**src/rtl/pio_in_pkg.sv**
```systemverilog
// Shared definitions for the debounced edge-capture input port: register word
// addresses and the debounce counter sizing helper.
package pio_in_pkg;

    localparam int unsigned ADDR_DATA    = 0;
    localparam int unsigned ADDR_RAW     = 1;
    localparam int unsigned ADDR_IRQMASK = 2;
    localparam int unsigned ADDR_CAPTURE = 3;
    localparam int unsigned ADDR_RISE_EN = 4;
    localparam int unsigned ADDR_FALL_EN = 5;

    // Counter must be able to hold DEBOUNCE_CYCLES; never narrower than one bit.
    function automatic int unsigned clog2_cnt(input int unsigned cycles);
        int unsigned w;
        w = $clog2(cycles + 1);
        if (w < 1) begin
            w = 1;
        end
        return w;
    endfunction

endpackage

```
**src/rtl/pio_debounce_ch.sv**
```systemverilog
// One input channel: 2-flop synchroniser, hold-time debounce filter and
// single-cycle rise/fall pulses derived from the accepted level.
module pio_debounce_ch
    import pio_in_pkg::*;
#(
    parameter int unsigned DEBOUNCE_CYCLES = 1000
) (
    input  logic clk,
    input  logic reset_n,
    input  logic in_i,
    output logic raw_o,
    output logic stable_o,
    output logic rise_o,
    output logic fall_o
);

    localparam int unsigned CNT_W = clog2_cnt(DEBOUNCE_CYCLES);
    localparam logic [CNT_W-1:0] CNT_LAST = CNT_W'(DEBOUNCE_CYCLES - 1);

    logic             meta_q;
    logic             sync_q;
    logic [CNT_W-1:0] cnt_q;
    logic [CNT_W-1:0] cnt_d;
    logic             stable_q;
    logic             stable_d;
    logic             stable_prev_q;

    // The count only advances while the synchronised level disagrees with the
    // accepted one; any return to the accepted level restarts it from zero.
    always_comb begin
        cnt_d    = '0;
        stable_d = stable_q;
        if (sync_q != stable_q) begin
            if (cnt_q == CNT_LAST) begin
                stable_d = sync_q;
            end else begin
                cnt_d = cnt_q + 1'b1;
            end
        end
    end

    always_ff @(posedge clk) begin
        if (!reset_n) begin
            meta_q        <= 1'b0;
            sync_q        <= 1'b0;
            cnt_q         <= '0;
            stable_q      <= 1'b0;
            stable_prev_q <= 1'b0;
        end else begin
            meta_q        <= in_i;
            sync_q        <= meta_q;
            cnt_q         <= cnt_d;
            stable_q      <= stable_d;
            stable_prev_q <= stable_q;
        end
    end

    assign raw_o    = sync_q;
    assign stable_o = stable_q;
    assign rise_o   = stable_q & ~stable_prev_q;
    assign fall_o   = ~stable_q & stable_prev_q;

endmodule

```
**src/rtl/pio_edge_debounce_in.sv**
```systemverilog
// Avalon-MM input port with per-channel debounce, per-bit edge selection,
// sticky W1C capture bits and a masked level interrupt.
module pio_edge_debounce_in
    import pio_in_pkg::*;
#(
    parameter int unsigned WIDTH           = 3,
    parameter int unsigned DEBOUNCE_CYCLES = 1000,
    parameter int unsigned ADDR_W          = 3
) (
    input  logic              clk,
    input  logic              reset_n,
    input  logic [ADDR_W-1:0] address,
    input  logic              chipselect,
    input  logic              write_n,
    input  logic [WIDTH-1:0]  writedata,
    input  logic [WIDTH-1:0]  in_port,
    output logic [WIDTH-1:0]  readdata,
    output logic              irq
);

    logic [WIDTH-1:0] raw_w;
    logic [WIDTH-1:0] stable_w;
    logic [WIDTH-1:0] rise_w;
    logic [WIDTH-1:0] fall_w;

    for (genvar i = 0; i < WIDTH; i++) begin : g_ch
        pio_debounce_ch #(
            .DEBOUNCE_CYCLES(DEBOUNCE_CYCLES)
        ) u_ch (
            .clk     (clk),
            .reset_n (reset_n),
            .in_i    (in_port[i]),
            .raw_o   (raw_w[i]),
            .stable_o(stable_w[i]),
            .rise_o  (rise_w[i]),
            .fall_o  (fall_w[i])
        );
    end

    logic [WIDTH-1:0] irq_mask_q, irq_mask_d;
    logic [WIDTH-1:0] rise_en_q,  rise_en_d;
    logic [WIDTH-1:0] fall_en_q,  fall_en_d;
    logic [WIDTH-1:0] cap_q,      cap_d;
    logic [WIDTH-1:0] readdata_q, readdata_d;

    logic             wr;
    logic [WIDTH-1:0] ev;
    logic [WIDTH-1:0] clr;

    assign wr = chipselect & ~write_n;
    assign ev = (rise_w & rise_en_q) | (fall_w & fall_en_q);

    always_comb begin
        irq_mask_d = irq_mask_q;
        rise_en_d  = rise_en_q;
        fall_en_d  = fall_en_q;
        clr        = '0;
        if (wr) begin
            if (address == ADDR_W'(ADDR_IRQMASK)) begin
                irq_mask_d = writedata;
            end
            if (address == ADDR_W'(ADDR_RISE_EN)) begin
                rise_en_d = writedata;
            end
            if (address == ADDR_W'(ADDR_FALL_EN)) begin
                fall_en_d = writedata;
            end
            if (address == ADDR_W'(ADDR_CAPTURE)) begin
                clr = writedata;
            end
        end
        // OR-ing the event in last lets a fresh edge survive a same-cycle clear.
        cap_d = (cap_q & ~clr) | ev;
    end

    // Read mux samples the pre-write register contents every cycle.
    always_comb begin
        readdata_d = '0;
        case (address)
            ADDR_W'(ADDR_DATA):    readdata_d = stable_w;
            ADDR_W'(ADDR_RAW):     readdata_d = raw_w;
            ADDR_W'(ADDR_IRQMASK): readdata_d = irq_mask_q;
            ADDR_W'(ADDR_CAPTURE): readdata_d = cap_q;
            ADDR_W'(ADDR_RISE_EN): readdata_d = rise_en_q;
            ADDR_W'(ADDR_FALL_EN): readdata_d = fall_en_q;
            default:               readdata_d = '0;
        endcase
    end

    always_ff @(posedge clk) begin
        if (!reset_n) begin
            irq_mask_q <= '0;
            rise_en_q  <= '0;
            fall_en_q  <= '0;
            cap_q      <= '0;
            readdata_q <= '0;
        end else begin
            irq_mask_q <= irq_mask_d;
            rise_en_q  <= rise_en_d;
            fall_en_q  <= fall_en_d;
            cap_q      <= cap_d;
            readdata_q <= readdata_d;
        end
    end

    assign readdata = readdata_q;
    assign irq      = |(cap_q & irq_mask_q);

endmodule

```
**config.mk**
```make
export PLATFORM = sky130hd
export DESIGN_NAME = pio_edge_debounce_in
export DESIGN_NICKNAME = d
export VERILOG_FILES = /design/src/rtl/pio_in_pkg.sv /design/src/rtl/pio_debounce_ch.sv /design/src/rtl/pio_edge_debounce_in.sv
export SDC_FILE = /design/constraint.sdc
export NUM_CORES = 1
export LEC_CHECK = 0
export BUFFER_PORTS_ARGS = -buffer_cell sky130_fd_sc_hd__buf_4
export CAP_MARGIN = 15
export CORE_UTILIZATION = 37
export CTS_CLUSTER_DIAMETER = 50
export CTS_CLUSTER_SIZE = 30
export DETAILED_ROUTE_END_ITERATION = 8
export HOLD_SLACK_MARGIN = 0.15
export SYNTH_ARGS = -nofsm -noshare
export SYNTH_HDL_FRONTEND = slang
export SYNTH_SLANG_ARGS = --single-unit
```
**constraint.sdc**
```tcl
create_clock -name clk -period 2.6 [get_ports clk]
set_input_delay 0.52 -clock clk [delete_from_list [all_inputs] [get_ports clk]]
set_output_delay 0.52 -clock clk [all_outputs]
set_load 0.02 [all_outputs]
```
**Yosys cells after proc, flatten, opt, wreduce, memory -nomap -nowiden**

Index checks and enable logic that the tools add are counted.

- Reduce and logical (&&, ||, !) cells: 11
- Add/sub/neg operators: 3
- Muxes and demuxes: 3
- Bitwise operators: 25
- Eq/ne operators: 11

Operators with widths:

| operator | count |
|---|---|
| $add 10x1->10 const B | 3 |
| $eq 10x10->1 const B | 3 |
| $pmux 3 s6 | 1 |
| $and 3x3->3 | 4 |
| $reduce_and 2->1 | 6 |
| $reduce_or 3->1 | 4 |
| $not 1->1 | 11 |
| $and 1x1->1 | 7 |
| $eq 3x2->1 const B | 2 |
| $eq 3x3->1 const B | 2 |
| $mux 3 | 2 |
| $or 3x3->3 | 2 |
| $eq 3x1->1 const B | 1 |
| $logic_not 3->1 | 1 |
| $ne 1x1->1 | 3 |
| $not 3->3 | 1 |

- Flip-flop bits (word level): 57

**Logic depth before layout (Yosys ltp)**

- Depth in word-level cells: 6
- Mapped depth: 6

**Hierarchy**

A second synthesis with hierarchy kept.

- Cells, all modules: 264
- Area, all modules: 2,555.0 µm²

Modules (own cells, without submodules):

| module | seq. area each (µm²) | cells an instance | times used | area an instance (µm²) |
|---|---|---|---|---|
| pio_debounce_ch | 280.3 | 63 | 3 | 598.1 |
| pio_edge_debounce_in | 300.3 | 75 | 1 | 760.7 |

**Worst setup path before layout**

Ideal clock, no wire load.

- Path type: input -> register
- From: input port address[2]
- To: register rise_en_q[0]
- Stages: 6
- Path slack: 1,090 ps
- Library setup time: 116 ps
- Path buffers: 2
- Data required time: 2,484 ps
- Data arrival time: 1,394 ps
- Cell sequence: buf_4 > nand3b_1 > or3_1 > clkbuf_1 > mux2i_1 > nor2b_1

- Word-level cells in the longest chain between the ends: 2

RTL lines:

| element | RTL line | RTL |
|---|---|---|
| from (decl) | pio_edge_debounce_in.sv:12 | `input logic [ADDR_W-1:0] address,` |
| $eq 3x3->1 | pio_edge_debounce_in.sv:62 | `if (address == ADDR_W'(ADDR_RISE_EN)) begin` |
| $reduce_and 2->1 (no source line) | -- |  |
| to (signal assigned) | pio_edge_debounce_in.sv:99 | `rise_en_q <= rise_en_d;` |
| to (decl) | pio_edge_debounce_in.sv:41 | `logic [WIDTH-1:0] rise_en_q, rise_en_d;` |

Every way passes these cells.
A chain may end at the register's enable or synchronous reset.

**Worst setup path after layout**

- From: register cap_q[0]
- To: output port irq

- Word-level cells in the longest chain between the ends: 2

RTL lines:

| element | RTL line | RTL |
|---|---|---|
| from (decl) | pio_edge_debounce_in.sv:43 | `logic [WIDTH-1:0] cap_q, cap_d;` |
| from (signal assigned) | pio_edge_debounce_in.sv:101 | `cap_q <= cap_d;` |
| $and 3x3->3 | pio_edge_debounce_in.sv:107 | `assign irq = \|(cap_q & irq_mask_q);` |
| $reduce_or 3->1 | pio_edge_debounce_in.sv:107 |  |
| to (decl) | pio_edge_debounce_in.sv:18 | `output logic irq` |

Every way passes these cells.

==> reports/qor.csv <==
metric,value,unit
status,"finished, final reports clean",
netlist_top_cells_count,"dfxtp_1 (57), nor2_1 (26), nand2_1 (23), nand3_1 (15), mux2i_1 (13)",
ir_worst_vdd,0.000269,V
yosysWarnings,0,
drc,0,
rsz0062_at_grt,no,
grt_pass1_vias,1780,
maxCapViolCount,0,
synth.most_common_cell,dfxtp_1,
cp.required,2.08,ns
netlist.area_leader.share,45.7,%
setup_viol,0,
synth_seq_cells,57,
dieWidth,84.1,um
rows,29,
hp-start,in_port[1],
critPathBufInv,2,
largest_register_ffs,30,
drtIter0Drc,69,
period_needed,1.75,ns
fillers,613,
cts.clk_slew.worst_paths,0.06,ns
start_util,38.8,%
wl_per_cell,12.2,um
placed_cells,352,
critical_path.cell_chain,"a222oi_1, inv_1, buf_4",
cts_resized,0,
n_antenna_cell,0,
clk_latency,0.34,ns
htree_levels,3,
holdBufCountCts,0,
core_region_area,6420,um2
path_max_fanout,3,
leakagePower,1.07,nW
fin_ws,0.848,ns
pre_cts_ws,0.976,ns
cts_setup_buffers,0,
cp_data_arrival_time,1.23,ns
relSlewSlack,76.3,%
cts_tree,yes,
crit_start,cap_q[0]$_SDFF_PN0_,
crit_path_top_delay_cell,a222oi_1,
crit_family,compound AO/OA/AOI/OAI gates,
antenna_found_initial,0,
slew_violations,0,
yosysSeqAreaShare,45.7,%
post-route-period-util,67.4,%
async_flop_share,0,%
netlist_area,2490,um2
slowest_delay,0.34,ns
grt_max_degree,34,
clockBufferDepth,2,
ys.flop_type,dfxtp_1,
worstSetupPathType,register to output port,
num_io_pins,17,
drive_gt1_share,14.1,%
syn_to_final_growth,14.5,%
first_pass_iters,4,
routed_wl,4.48,mm
finalSetupTns,0,ns
yosysUniqueCellTypes,41,
die_h,84.1,um
worstMarginPinSlew,0.354,ns
timing.fmax,0.571,GHz
gp_congestion,0.756,
yosysTopAreaCell,dfxtp_1,
via_per_inst,5.01,
power_density,595,nW/um2
gr-usage-all-layers,14.3,%
top_register,g_ch.u_ch.cnt_q,
r2r-start,g_ch[2].u_ch.cnt_q[0]$_SDFF_PP0_,
place_hpwl,3.02,mm
finalNonFillerCells,367,
vias,1838,
grt_pass1_wl,7.95,mm
syn-num-nets,282,
synth-edff-count,0,
min_path_type,input port to register,
cts_root_buf,clkbuf_8,
port_buffers,16,
dieArea,7080,um2
synth_cells,266,
worstSetupStartpointType,register,
antenna_left,0,
hold_viol,0,
cts.sinks,57,
gr-total-overflow,0,
fin_skew,0.00612,ns
final_nets,302,
numCtsBuffers,9,
end_kind,output port,
syn_avg_cell_area,9.38,um2
synth_area_leaders,"dfxtp_1 (46%), mux2i_1 (5.2%), nor2_1 (3.9%)",
==> worst reg2reg max path, stage by stage, from the launching register on <==
cell      delay, ns
dfxtp_1        0.35
ha_1           0.24
and4bb_1       0.28
or3b_4         0.41
mux2i_1        0.15
nor2b_1        0.05
==> power by group <==
part	internal, mW	switching [mW]
sequential	0.881	0.00507
combinational	0.0286	0.0321
clock	0.413	0.339
==> layer usage <==
layer,wire length [um],share of wire (%),vias to the layer above,GRT usage (%)
met4,138,3.1,0,10.2
met2,1910,43,32,21.8
li1,-,-,970,-
met1,2280,51,824,17.6
met5,0,0,-,0
met3,157,3.5,12,3.56
==> layout by cell type, fill, tap and decap left out, types with 2 or more instances in the layout <==
cell | netlist | final
o221a_2 | 2 | 2
and2_1 | 12 | 12
nand3_1 | 15 | 15
clkinv_2 | 0 | 3
xnor2_1 | 10 | 10
clkbuf_8 | 0 | 12
nor3_1 | 4 | 4
nor2b_1 | 11 | 11
o21ai_0 | 4 | 4
a31oi_1 | 6 | 6
xor2_1 | 8 | 8
and3_1 | 8 | 8
nor2_1 | 26 | 26
a21oi_1 | 6 | 6
inv_1 | 6 | 6
nor3b_2 | 2 | 2
nand3b_1 | 7 | 7
and4bb_2 | 2 | 2
and4_1 | 2 | 2
o211ai_1 | 2 | 2
a21boi_0 | 7 | 7
o21a_1 | 3 | 3
a21o_1 | 2 | 2
mux2i_1 | 13 | 13
nand2_1 | 23 | 23
or3_1 | 2 | 2
nand4_1 | 4 | 4
buf_4 | 2 | 16
ha_1 | 3 | 3
dfxtp_1 | 57 | 57
==> stage by stage <==
stage	hold slack, ns	util, %	cell area, um2	power [mW]
floorplan	0.412	-	2490	0.941
global placement	0.414	41.7	2680	0.966
detailed placement	0.421	41.7	2680	0.967
CTS	0.375	44.5	2860	1.72
global route	0.386	44.5	2860	1.77
finish	0.391	44.5	2860	1.70
==> path summary, 6_finish.rpt <==
check	slack, ns	cells after the start	end
min reg2reg	0.43	1	g_ch[2].u_ch.raw_o$_SDFF_PN0_
max	0.85	3	irq
max reg2reg	1.01	5	g_ch[2].u_ch.stable_o$_SDFFE_PN0P_
min	0.39	2	g_ch[1].u_ch.meta_q$_SDFF_PN0_
==> final cells by class <==
type | instances | area (um2) | area share (%)
inverter | 6 | 22.5 | 0.788
clock inverter | 3 | 15.0 | 0.525
multi-input combinational | 196 | 1300 | 45.4
clock buffer | 12 | 165 | 5.78
tap | 77 | 96.3 | 3.37
sequential | 57 | 1140 | 39.9
timing repair buffer | 16 | 120 | 4.20
==> logic make-up (layout without fill, tap and decap cells) <==
logic type               after synthesis  after routing  synth area share, %
adder cells (fa/ha/maj)                3              3                 1.50
AND/OR/NAND/NOR                      122            122                 26.9
multiplexers                          16             16                 7.02
AO/OA/AOI/OAI                         37             37                 10.2
flip-flops                            57             57                 45.7
XOR/XNOR                              18             18                 6.32
buffers and inverters                 13             37                 2.26
Note: power is estimated with default switching activity, not from simulation.
